`src/rtl/rst_seq_pkg.sv`:
```
// Shared definitions for the reset/run sequencer: state encoding and
// a helper for sizing the internal counters.
package rst_seq_pkg;

  localparam int ST_W = 3;

  typedef enum logic [ST_W-1:0] {
    ST_HOLD    = 3'd0,
    ST_RELEASE = 3'd1,
    ST_RUN     = 3'd2,
    ST_DONE    = 3'd3,
    ST_TIMEOUT = 3'd4
  } state_e;

  // Bits needed to hold values 0..max_val (at least one bit).
  function automatic int cnt_width(input int max_val);
    return (max_val < 2) ? 1 : $clog2(max_val + 1);
  endfunction

endpackage

```
`src/rtl/rst_sync.sv`:
```
// Two-flop reset synchroniser: assertion passes straight through,
// release is retimed onto clk_init over two edges.
module rst_sync (
  input  logic clk_init,
  input  logic rst_init,
  output logic rst_sync_o
);

  logic meta_q;
  logic sync_q;

  // Async set on rst_init, shift zeros in once it is released.
  always_ff @(posedge clk_init or posedge rst_init) begin
    if (rst_init) begin
      meta_q <= 1'b1;
      sync_q <= 1'b1;
    end else begin
      meta_q <= 1'b0;
      sync_q <= meta_q;
    end
  end

  assign rst_sync_o = sync_q;

endmodule

```
`src/rtl/rst_seq_ctrl.sv`:
```
// Reset and run-control sequencer: holds all channels in reset after
// board reset, releases them in staggered order, then supervises RUN
// (cycle count, halt detection, optional watchdog).
// Build option: define RST_SEQ_WDT_EN to include the RUN-phase watchdog.
module rst_seq_ctrl
  import rst_seq_pkg::*;
#(
  parameter int NUM_CH         = 2,
  parameter int HOLD_CYCLES    = 100,
  parameter int STAGGER        = 4,
  parameter int TIMEOUT_CYCLES = 10000,
  parameter int CNT_W          = 32
) (
  input  logic              clk_init,
  input  logic              rst_init,
  input  logic              soft_rst_i,
  input  logic              halt_i,
  output logic [NUM_CH-1:0] rst_n_o,
  output logic              run_o,
  output logic              done_o,
  output logic              timeout_o,
  output logic [CNT_W-1:0]  cycle_cnt_o
);

  // The hold count includes the edge on which the synchronised reset
  // releases, so the FSM (first active one edge later) compares against
  // HOLD_CYCLES-1 to release channel 0 exactly HOLD_CYCLES edges after it.
  localparam int HOLD_W   = cnt_width(HOLD_CYCLES - 1);
  localparam int STAG_MAX = (NUM_CH - 1) * STAGGER;
  localparam int STAG_W   = cnt_width(STAG_MAX);

  localparam logic [HOLD_W-1:0] HOLD_LAST = HOLD_W'(HOLD_CYCLES - 1);
  localparam logic [STAG_W-1:0] STAG_LAST = STAG_W'(STAG_MAX);
  localparam logic [CNT_W-1:0]  WDT_LAST  = CNT_W'(TIMEOUT_CYCLES - 1);

  logic rst_s;

  state_e             state_q,     state_d;
  logic [HOLD_W-1:0]  hold_cnt_q,  hold_cnt_d;
  logic [STAG_W-1:0]  stag_cnt_q,  stag_cnt_d;
  logic [NUM_CH-1:0]  rst_n_q,     rst_n_d;
  logic               run_q,       run_d;
  logic               done_q,      done_d;
  logic [CNT_W-1:0]   cycle_cnt_q, cycle_cnt_d;

  logic [STAG_W-1:0]  stag_next;
  logic [NUM_CH-1:0]  ch_hit;
  logic [CNT_W-1:0]   cnt_inc;

`ifdef RST_SEQ_WDT_EN
  logic               timeout_q,   timeout_d;
`else
  // TIMEOUT_CYCLES has no effect without the watchdog.
  logic               unused_wdt_limit;
  assign unused_wdt_limit = ^WDT_LAST;
`endif

  rst_sync u_rst_sync (
    .clk_init   (clk_init),
    .rst_init   (rst_init),
    .rst_sync_o (rst_s)
  );

  assign stag_next = stag_cnt_q + 1'b1;

  // Cycle counter saturates at all-ones instead of wrapping.
  assign cnt_inc = (&cycle_cnt_q) ? cycle_cnt_q : cycle_cnt_q + 1'b1;

  // Channel gi is released on the RELEASE edge whose stagger count hits gi*STAGGER.
  for (genvar gi = 0; gi < NUM_CH; gi++) begin : g_ch_hit
    assign ch_hit[gi] = (stag_next == STAG_W'(gi * STAGGER));
  end

  // Next-state and next-output logic; soft reset outranks halt, halt outranks watchdog.
  always_comb begin
    state_d     = state_q;
    hold_cnt_d  = hold_cnt_q;
    stag_cnt_d  = stag_cnt_q;
    rst_n_d     = rst_n_q;
    run_d       = run_q;
    done_d      = done_q;
    cycle_cnt_d = cycle_cnt_q;
`ifdef RST_SEQ_WDT_EN
    timeout_d   = timeout_q;
`endif

    if (soft_rst_i) begin
      // Re-sequence from scratch; in HOLD this simply restarts the hold count.
      state_d     = ST_HOLD;
      hold_cnt_d  = '0;
      stag_cnt_d  = '0;
      rst_n_d     = '0;
      run_d       = 1'b0;
      done_d      = 1'b0;
      cycle_cnt_d = '0;
`ifdef RST_SEQ_WDT_EN
      timeout_d   = 1'b0;
`endif
    end else begin
      unique case (state_q)
        ST_HOLD: begin
          if (hold_cnt_q == HOLD_LAST) begin
            rst_n_d[0] = 1'b1;
            stag_cnt_d = '0;
            if (NUM_CH == 1) begin
              // A single channel's release is also the last release.
              state_d = ST_RUN;
              run_d   = 1'b1;
            end else begin
              state_d = ST_RELEASE;
            end
          end else begin
            hold_cnt_d = hold_cnt_q + 1'b1;
          end
        end

        ST_RELEASE: begin
          stag_cnt_d = stag_next;
          rst_n_d    = rst_n_q | ch_hit;
          if (stag_next == STAG_LAST) begin
            state_d = ST_RUN;
            run_d   = 1'b1;
          end
        end

        ST_RUN: begin
          // The exit edge still counts as a RUN cycle, then the count freezes.
          cycle_cnt_d = cnt_inc;
          if (halt_i) begin
            state_d = ST_DONE;
            run_d   = 1'b0;
            done_d  = 1'b1;
          end
`ifdef RST_SEQ_WDT_EN
          else if (cycle_cnt_q == WDT_LAST) begin
            state_d   = ST_TIMEOUT;
            run_d     = 1'b0;
            timeout_d = 1'b1;
          end
`endif
        end

        default: begin
          // DONE / TIMEOUT: channels stay released, everything frozen.
        end
      endcase
    end
  end

  // State and registered outputs; assertion of rst_init clears them immediately.
  always_ff @(posedge clk_init or posedge rst_s) begin
    if (rst_s) begin
      state_q     <= ST_HOLD;
      hold_cnt_q  <= '0;
      stag_cnt_q  <= '0;
      rst_n_q     <= '0;
      run_q       <= 1'b0;
      done_q      <= 1'b0;
      cycle_cnt_q <= '0;
    end else begin
      state_q     <= state_d;
      hold_cnt_q  <= hold_cnt_d;
      stag_cnt_q  <= stag_cnt_d;
      rst_n_q     <= rst_n_d;
      run_q       <= run_d;
      done_q      <= done_d;
      cycle_cnt_q <= cycle_cnt_d;
    end
  end

`ifdef RST_SEQ_WDT_EN
  // Sticky watchdog flag, cleared only by reset or soft reset.
  always_ff @(posedge clk_init or posedge rst_s) begin
    if (rst_s) begin
      timeout_q <= 1'b0;
    end else begin
      timeout_q <= timeout_d;
    end
  end

  assign timeout_o = timeout_q;
`else
  assign timeout_o = 1'b0;
`endif

  assign rst_n_o     = rst_n_q;
  assign run_o       = run_q;
  assign done_o      = done_q;
  assign cycle_cnt_o = cycle_cnt_q;

endmodule

```
`config.mk`:
```
export PLATFORM = sky130hd
export DESIGN_NAME = rst_seq_ctrl
export DESIGN_NICKNAME = d
export VERILOG_FILES = /design/src/rtl/rst_seq_pkg.sv /design/src/rtl/rst_sync.sv /design/src/rtl/rst_seq_ctrl.sv
export SDC_FILE = /design/constraint.sdc
export NUM_CORES = 1
export LEC_CHECK = 0
export ABC_AREA = 0
export BUFFER_PORTS_ARGS = -buffer_cell sky130_fd_sc_hd__buf_2
export CAP_MARGIN = 15
export CORE_MARGIN = 1
export CORE_UTILIZATION = 46
export CTS_BUF_LIST = sky130_fd_sc_hd__clkbuf_8
export DETAILED_ROUTE_END_ITERATION = 7
export PLACE_DENSITY = 0.69
export SYNTH_ARGS = -nofsm -noshare
export SYNTH_HDL_FRONTEND = slang
export SYNTH_SLANG_ARGS = --single-unit
```
`constraint.sdc`:
```
create_clock -name clk_init -period 2.1 [get_ports clk_init]
set_clock_uncertainty 0.05 [all_clocks]
set_input_delay 0.63 -clock clk_init [delete_from_list [all_inputs] [get_ports clk_init]]
set_output_delay 0.63 -clock clk_init [all_outputs]
set_load 0.005 [all_outputs]
```
# [Word-level counts from Yosys, hierarchy flattened]
# Index checks and enable logic that the tools add are counted.
[totals] input_bits=4 wordCells=64 reg_bits=51 out_inout_bits=37
[op_classes] muxes=25 reduce_logical=16 n_addsub=3 eq_ne=9 bitwise=1
[op_table] operator="2-to-1 mux 32 bit" n=3
[op_table] operator="adder 32 x 1 -> 32 bit, second input constant" n=1
[op_table] operator="AND reduction 32 bit" n=1
[op_table] operator="2-to-1 mux 7 bit" n=3
[op_table] operator="2-to-1 mux 3 bit" n=6
[op_table] operator="inequality test 3 bit, second input constant" n=3
[op_table] operator="one-hot mux 3 bit (3 select lines)" n=1
[op_table] operator="2-to-1 mux 1 bit" n=8
[op_table] operator="AND reduction 2 bit" n=4
[op_table] operator="nonzero test 2 bit" n=4
[op_table] operator="adder 7 x 1 -> 7 bit, second input constant" n=1
[op_table] operator="== test 7 bit, second input constant" n=1
[op_table] operator="zero test 3 bit" n=2
[op_table] operator="one-hot mux 3 bit (2 select lines)" n=1
[op_table] operator="nonzero test 3 bit" n=2
[op_table] operator="inequality test 2 bit, second input constant" n=2
[op_table] operator="one-hot mux 1 bit (2 select lines)" n=2
[op_table] operator="AND reduction 4 bit" n=1
[op_table] operator="nonzero test 4 bit" n=1
[op_table] operator="adder 3 x 1 -> 3 bit, second input constant" n=1
[op_table] operator="== test 3 x 1 -> 1 bit, second input constant" n=1
[op_table] operator="== test 3 x 2 -> 1 bit, second input constant" n=1
[op_table] operator="== test 3 bit, second input constant" n=1
[op_table] operator="AND reduction 3 bit" n=1
[op_table] operator="other kinds (2)" n=2

# [Logic depth before layout (Yosys ltp)]
[logic_depth] depth_word=5 mapped_depth=8 depth_no_buf=7

# [Hierarchy]
# A second synthesis with hierarchy kept.
[unflattened] cells_unflattened=291 area_unflattened_um2=2716.4
[by_module_without_submodules] mod="rst_seq_ctrl" cells_per_inst=287 area_each_um2=2656.3 seq_area_each_um2=1201.2 instances=1
[by_module_without_submodules] mod="rst_sync" cells_per_inst=4 area_each_um2=60.1 seq_area_each_um2=52.6 instances=1

# [Worst setup path after synthesis]
# Ideal clock, no wire load.
[synth_path] path_kind="input to register" startpoint="input soft_rst_i" endpoint="register cycle_cnt_q[0], in the netlist cycle_cnt_o[0]" cell_stages=4 setup_time_ns=0.122 n_path_buf=1 path_slack_ns=-0.051 t_required_ns=1.928 arrival_ns=1.980 cell_sequence="or4_1 > or4_4 > buf_6 > a32o_1"
[synth_via] elab_chain_cells=2 word_cells_on_any_way=4 classes_between="eq/ne (1); mux (1); reduce/logical (2)"
[synth_rtl] item="start, declared" line="rst_seq_ctrl.sv:16" rtl="input logic soft_rst_i,"
[synth_rtl] item="inequality test 2 bit (no source line) / nonzero test 2 bit (equally long branches)"
[synth_rtl] item="AND reduction 2 bit (no source line)"
[synth_rtl] item="end signal, assigned" line="rst_seq_ctrl.sv:167" rtl="cycle_cnt_q <= cycle_cnt_d;"
[synth_rtl] item="end, declared" line="rst_seq_ctrl.sv:44" rtl="logic [CNT_W-1:0] cycle_cnt_q, cycle_cnt_d;"
# Parallel ways exist; a longest one is shown, timed or not.
# A chain may end at the register's enable or synchronous reset.

# [Worst setup path in the final report]
[layout_path] startpoint="register cycle_cnt_q[3], in the netlist cycle_cnt_o[3]" endpoint="register cycle_cnt_q[0], in the netlist cycle_cnt_o[0]"
[layout_via] elab_chain_cells=3
[layout_rtl] item="AND reduction 32 bit" line="rst_seq_ctrl.sv:67" rtl="assign cnt_inc = (&cycle_cnt_q) ? cycle_cnt_q : cycle_cnt_q + 1'b1;"
[layout_rtl] item="inequality test 2 bit (no source line)"
[layout_rtl] item="AND reduction 2 bit (no source line)"
# Every way passes these cells.

==> run_results.csv <==
group,metric,value,unit
yosys,syn_inst,287,
clock_network,htreeDepth,2,
sta,relSlewSlack,66.1,%
clock_network,insertion_delay,0.30,ns
grt,grt_max_degree,57,
sta,post-route-period-util,96.2,%
worst_setup_path,cp_cell_sequence,"and4_1, nand2_1, or4_4, a32o_1",
sta,hold_slack,0.221,ns
clock_network,clk_pin_slew,0.10,ns
grt,antenna_found_initial,0,
clock_network,ctsLongestPathBuffers,2,
placement,postPlaceCellArea,3230,sq um
die,die_w,79.1,um
sta,setup_viol,0,
grt,grt_pass1_wl,10700,um
grt,grtUsageMet2,37.9,%
final_layout,instances_no_fill,428,
sta,final-max-slew-violation-count,0,
sta,layout_setup_ws,0.0789,ns
worst_setup_path,rrSetupSlack,0.08,ns
worst_setup_path,rr_endpoint,"cycle_cnt_o[0]",
worst_setup_path,required,2.24,ns
die,die-height,79.1,um
die,dieArea,6260,sq um
die,core_area,5610,sq um
worst_hold_path,hold_class,"register to async pin",
final_layout,layout.nets,367,
placement,post-place-ws,-0.0961,ns
die,start_util,48.8,%
placement,io_buffer_count,39,
sta,worst-slew-pin-transition,0.503,ns
pwr,p_leak,1.55,nW
worst_setup_path,path_delay_family,"simple AND/OR/NAND/NOR gates",
job,maxCapViolCount,0,
worst_setup_path,crit_slowest_cell,"or4_4",
pwr,ir_worst_vdd,389,uV
sta,max_freq,0.495,GHz
drt,drc,0,
worst_setup_path,cp_data_arrival_time,2.17,ns
yosys,synth.distinct_cells,48,
clock_network,cts_tree,"done",
yosys,ys_ff_latch,50,
worst_setup_path,criticalPathCategory,"register to register",
placement,routabilityCongestion,0.809,
yosys,synth-edff-count,0,
worst_setup_path,cp_num_buf_inv,0,
drt,ant_nets,0,
final_layout,fillerInstances,501,
yosys,synth_warnings,0,
final_layout,diodes,0,
clock_network,hold_buffers,0,
grt,grtUsageMet1,27.8,%
placement,hpwl,4750,um
grt,grt_pass1_vias,2305,
sta,fin_crit,2.02,ns
final_layout,design_area,3380,sq um
drt,vias_per_cell,5.65,
worst_setup_path,crit_fanout,8,
pwr,p_total,1.73,mW
clock_network,cts_buffers,5,
grt,grt_overflow,0,
yosys,yosysSeqAreaShare,45.9,%
grt,gr-usage-met3,4.71,%
grt,grt-busiest-layer,"met2",
die,rows,27,
yosys,ys.flop_type,"dfrtp_1",
sta,finalHoldViolCount,0,
worst_setup_path,end_kind,"register",
sta,tns,0,ns
drt,firstDrtPassIters,4,
drt,vias,2417,
worst_setup_path,crit-reg2reg-launch,"cycle_cnt_o[3]",
yosys,syn-mean-instance-area,9.53,sq um
drt,drt_iter0_drc,134,
yosys,synthArstFlopShare,100,%
worst_setup_path,slowest_delay,0.65,ns
grt,track_usage,21.9,%
worst_setup_path,start_kind,"register",
clock_network,cts-root-buf,"clkbuf_8",
pwr,power.density,512,nW/um^2
clock_network,clock_sinks,50,
drt,wl_per_cell,15.1,um
worst_setup_path,reg2reg_depth,4,
final_layout,area_delta_synth_final,23.7,%
final_layout,final_layout_size_suffix_gt1_share,28.9,%
drt,drt_wl_total,6470,um
yosys,syn_area,2730,sq um
final_layout,utilization,60.3,%
die,ios,41,
placement,placed_cells_incl_taps,420,
outcome,status,"finished clean",
-- where the power goes --
group          switching, mW  internal (mW)  total [mW]  leakage (nW)
combinational         0.0520         0.0221      0.0741         0.813
clock                  0.326          0.354       0.681        0.0504
sequential           0.00623          0.971       0.978         0.689
total                  0.384           1.35        1.73          1.55
-- kinds of logic after synthesis --
| logic type | share of synthesized area (%) |
|---|---|
| AND/OR/NAND/NOR | 22.7 |
| XOR/XNOR | 7.69 |
| multiplexers | 1.46 |
| adder cells (fa/ha/maj) | 3.66 |
| buffers and inverters | 4.35 |
| flip-flops | 45.9 |
| AO/OA/AOI/OAI | 14.1 |
| other | 0.137 |
-- worst register-to-register path, cell delays in order (launching register included) --
cell and delay [ns]:
dfrtp_1 0.46, and4_1 0.25, nand2_1 0.23, or4_4 0.66, a32o_1 0.28
-- registers in the layout (all words and copies together) (netlist names) --
register and count:
hold_cnt_q 7, state_q 2, rst_n_o 2, done_o 1, u_rst_sync.meta_q 1, run_o 1
cycle_cnt_o 32, stag_cnt_q 3, u_rst_sync.rst_sync_o 1
-- layer usage --
metal	vias up	part of all wire [%]	wire, um
met4	0	0.65	42
li1	1180	-	-
met5	-	0	0
met1	1173	45	2880
met2	60	50	3210
met3	4	5.1	327
-- worst max path at each step --
stage / cells after the start / startpoint / end
floorplan: 5 / cycle_cnt_o[18] / cycle_cnt_o[0]
global placement: 4 / soft_rst_i / cycle_cnt_o[0]
detailed placement: 4 / soft_rst_i / cycle_cnt_o[0]
CTS: 4 / cycle_cnt_o[18] / cycle_cnt_o[0]
global route: 4 / cycle_cnt_o[3] / cycle_cnt_o[0]
finish: 4 / cycle_cnt_o[3] / cycle_cnt_o[0]
-- cell type report --
class                   instances  area, sq um  area share, %
multi-input cells             212         1410           41.8
flip-flops and latches         50         1250           37.1
repair buffers                 76          473           14.0
well taps                      72         90.1           2.66
clock buffers                   5         68.8           2.04
clock inverters                 3         45.0           1.33
inverters                      10         37.5           1.11
-- what timing repair did --
action	4_1_cts	5_1_grt
resized for setup	1	6
endpoints found under the setup margin	2	10
pin swaps	0	2
buffers inserted	0	0
-- synth_stat cells (2+ instances only) --
cell,n,area [sq um]
nand2b_1,2,12.5
mux2i_1,4,40.0
ha_1,8,100
dfstp_2,2,52.6
o31ai_1,4,30.0
xor2_1,15,131
a32o_1,2,20.0
nand4b_1,3,26.3
inv_1,10,37.5
o211ai_1,2,15.0
a22o_1,2,17.5
nand3_1,15,75.1
a31oi_1,3,18.8
or3_1,4,25.0
dfrtp_1,48,1200
clkbuf_1,11,41.3
and4_1,5,43.8
nand2_1,21,78.8
or2_2,2,12.5
nand4_1,14,87.6
nor4_1,8,50.1
or4_1,2,15.0
a21oi_1,10,50.1
or4_4,2,22.5
a2bb2oi_1,2,17.5
nor3_1,4,20.0
xnor2_1,9,78.8
buf_6,2,22.5
nor2_1,20,75.1
buf_2,2,10.0
o21ai_0,32,160
-- cell usage in the layout, fill, tap and decap left out, types with 3 or more instances in the layout --
cell type / synthesis / layout
a21oi_1: 10 / 10
a31oi_1: 3 / 3
and4_1: 5 / 5
buf_2: 2 / 39
buf_4: 1 / 37
clkbuf_8: 0 / 5
dfrtp_1: 48 / 48
ha_1: 8 / 7
inv_1: 10 / 9
mux2i_1: 4 / 4
nand2_1: 21 / 21
nand3_1: 15 / 15
nand4_1: 14 / 14
nand4b_1: 3 / 3
nor2_1: 20 / 20
nor3_1: 4 / 4
nor4_1: 8 / 3
nor4_2: 0 / 5
o21ai_0: 32 / 32
o31ai_1: 4 / 4
or3_1: 4 / 4
or4_4: 2 / 3
xnor2_1: 9 / 9
xor2_1: 15 / 15
Power figures use the tool's default switching activity.
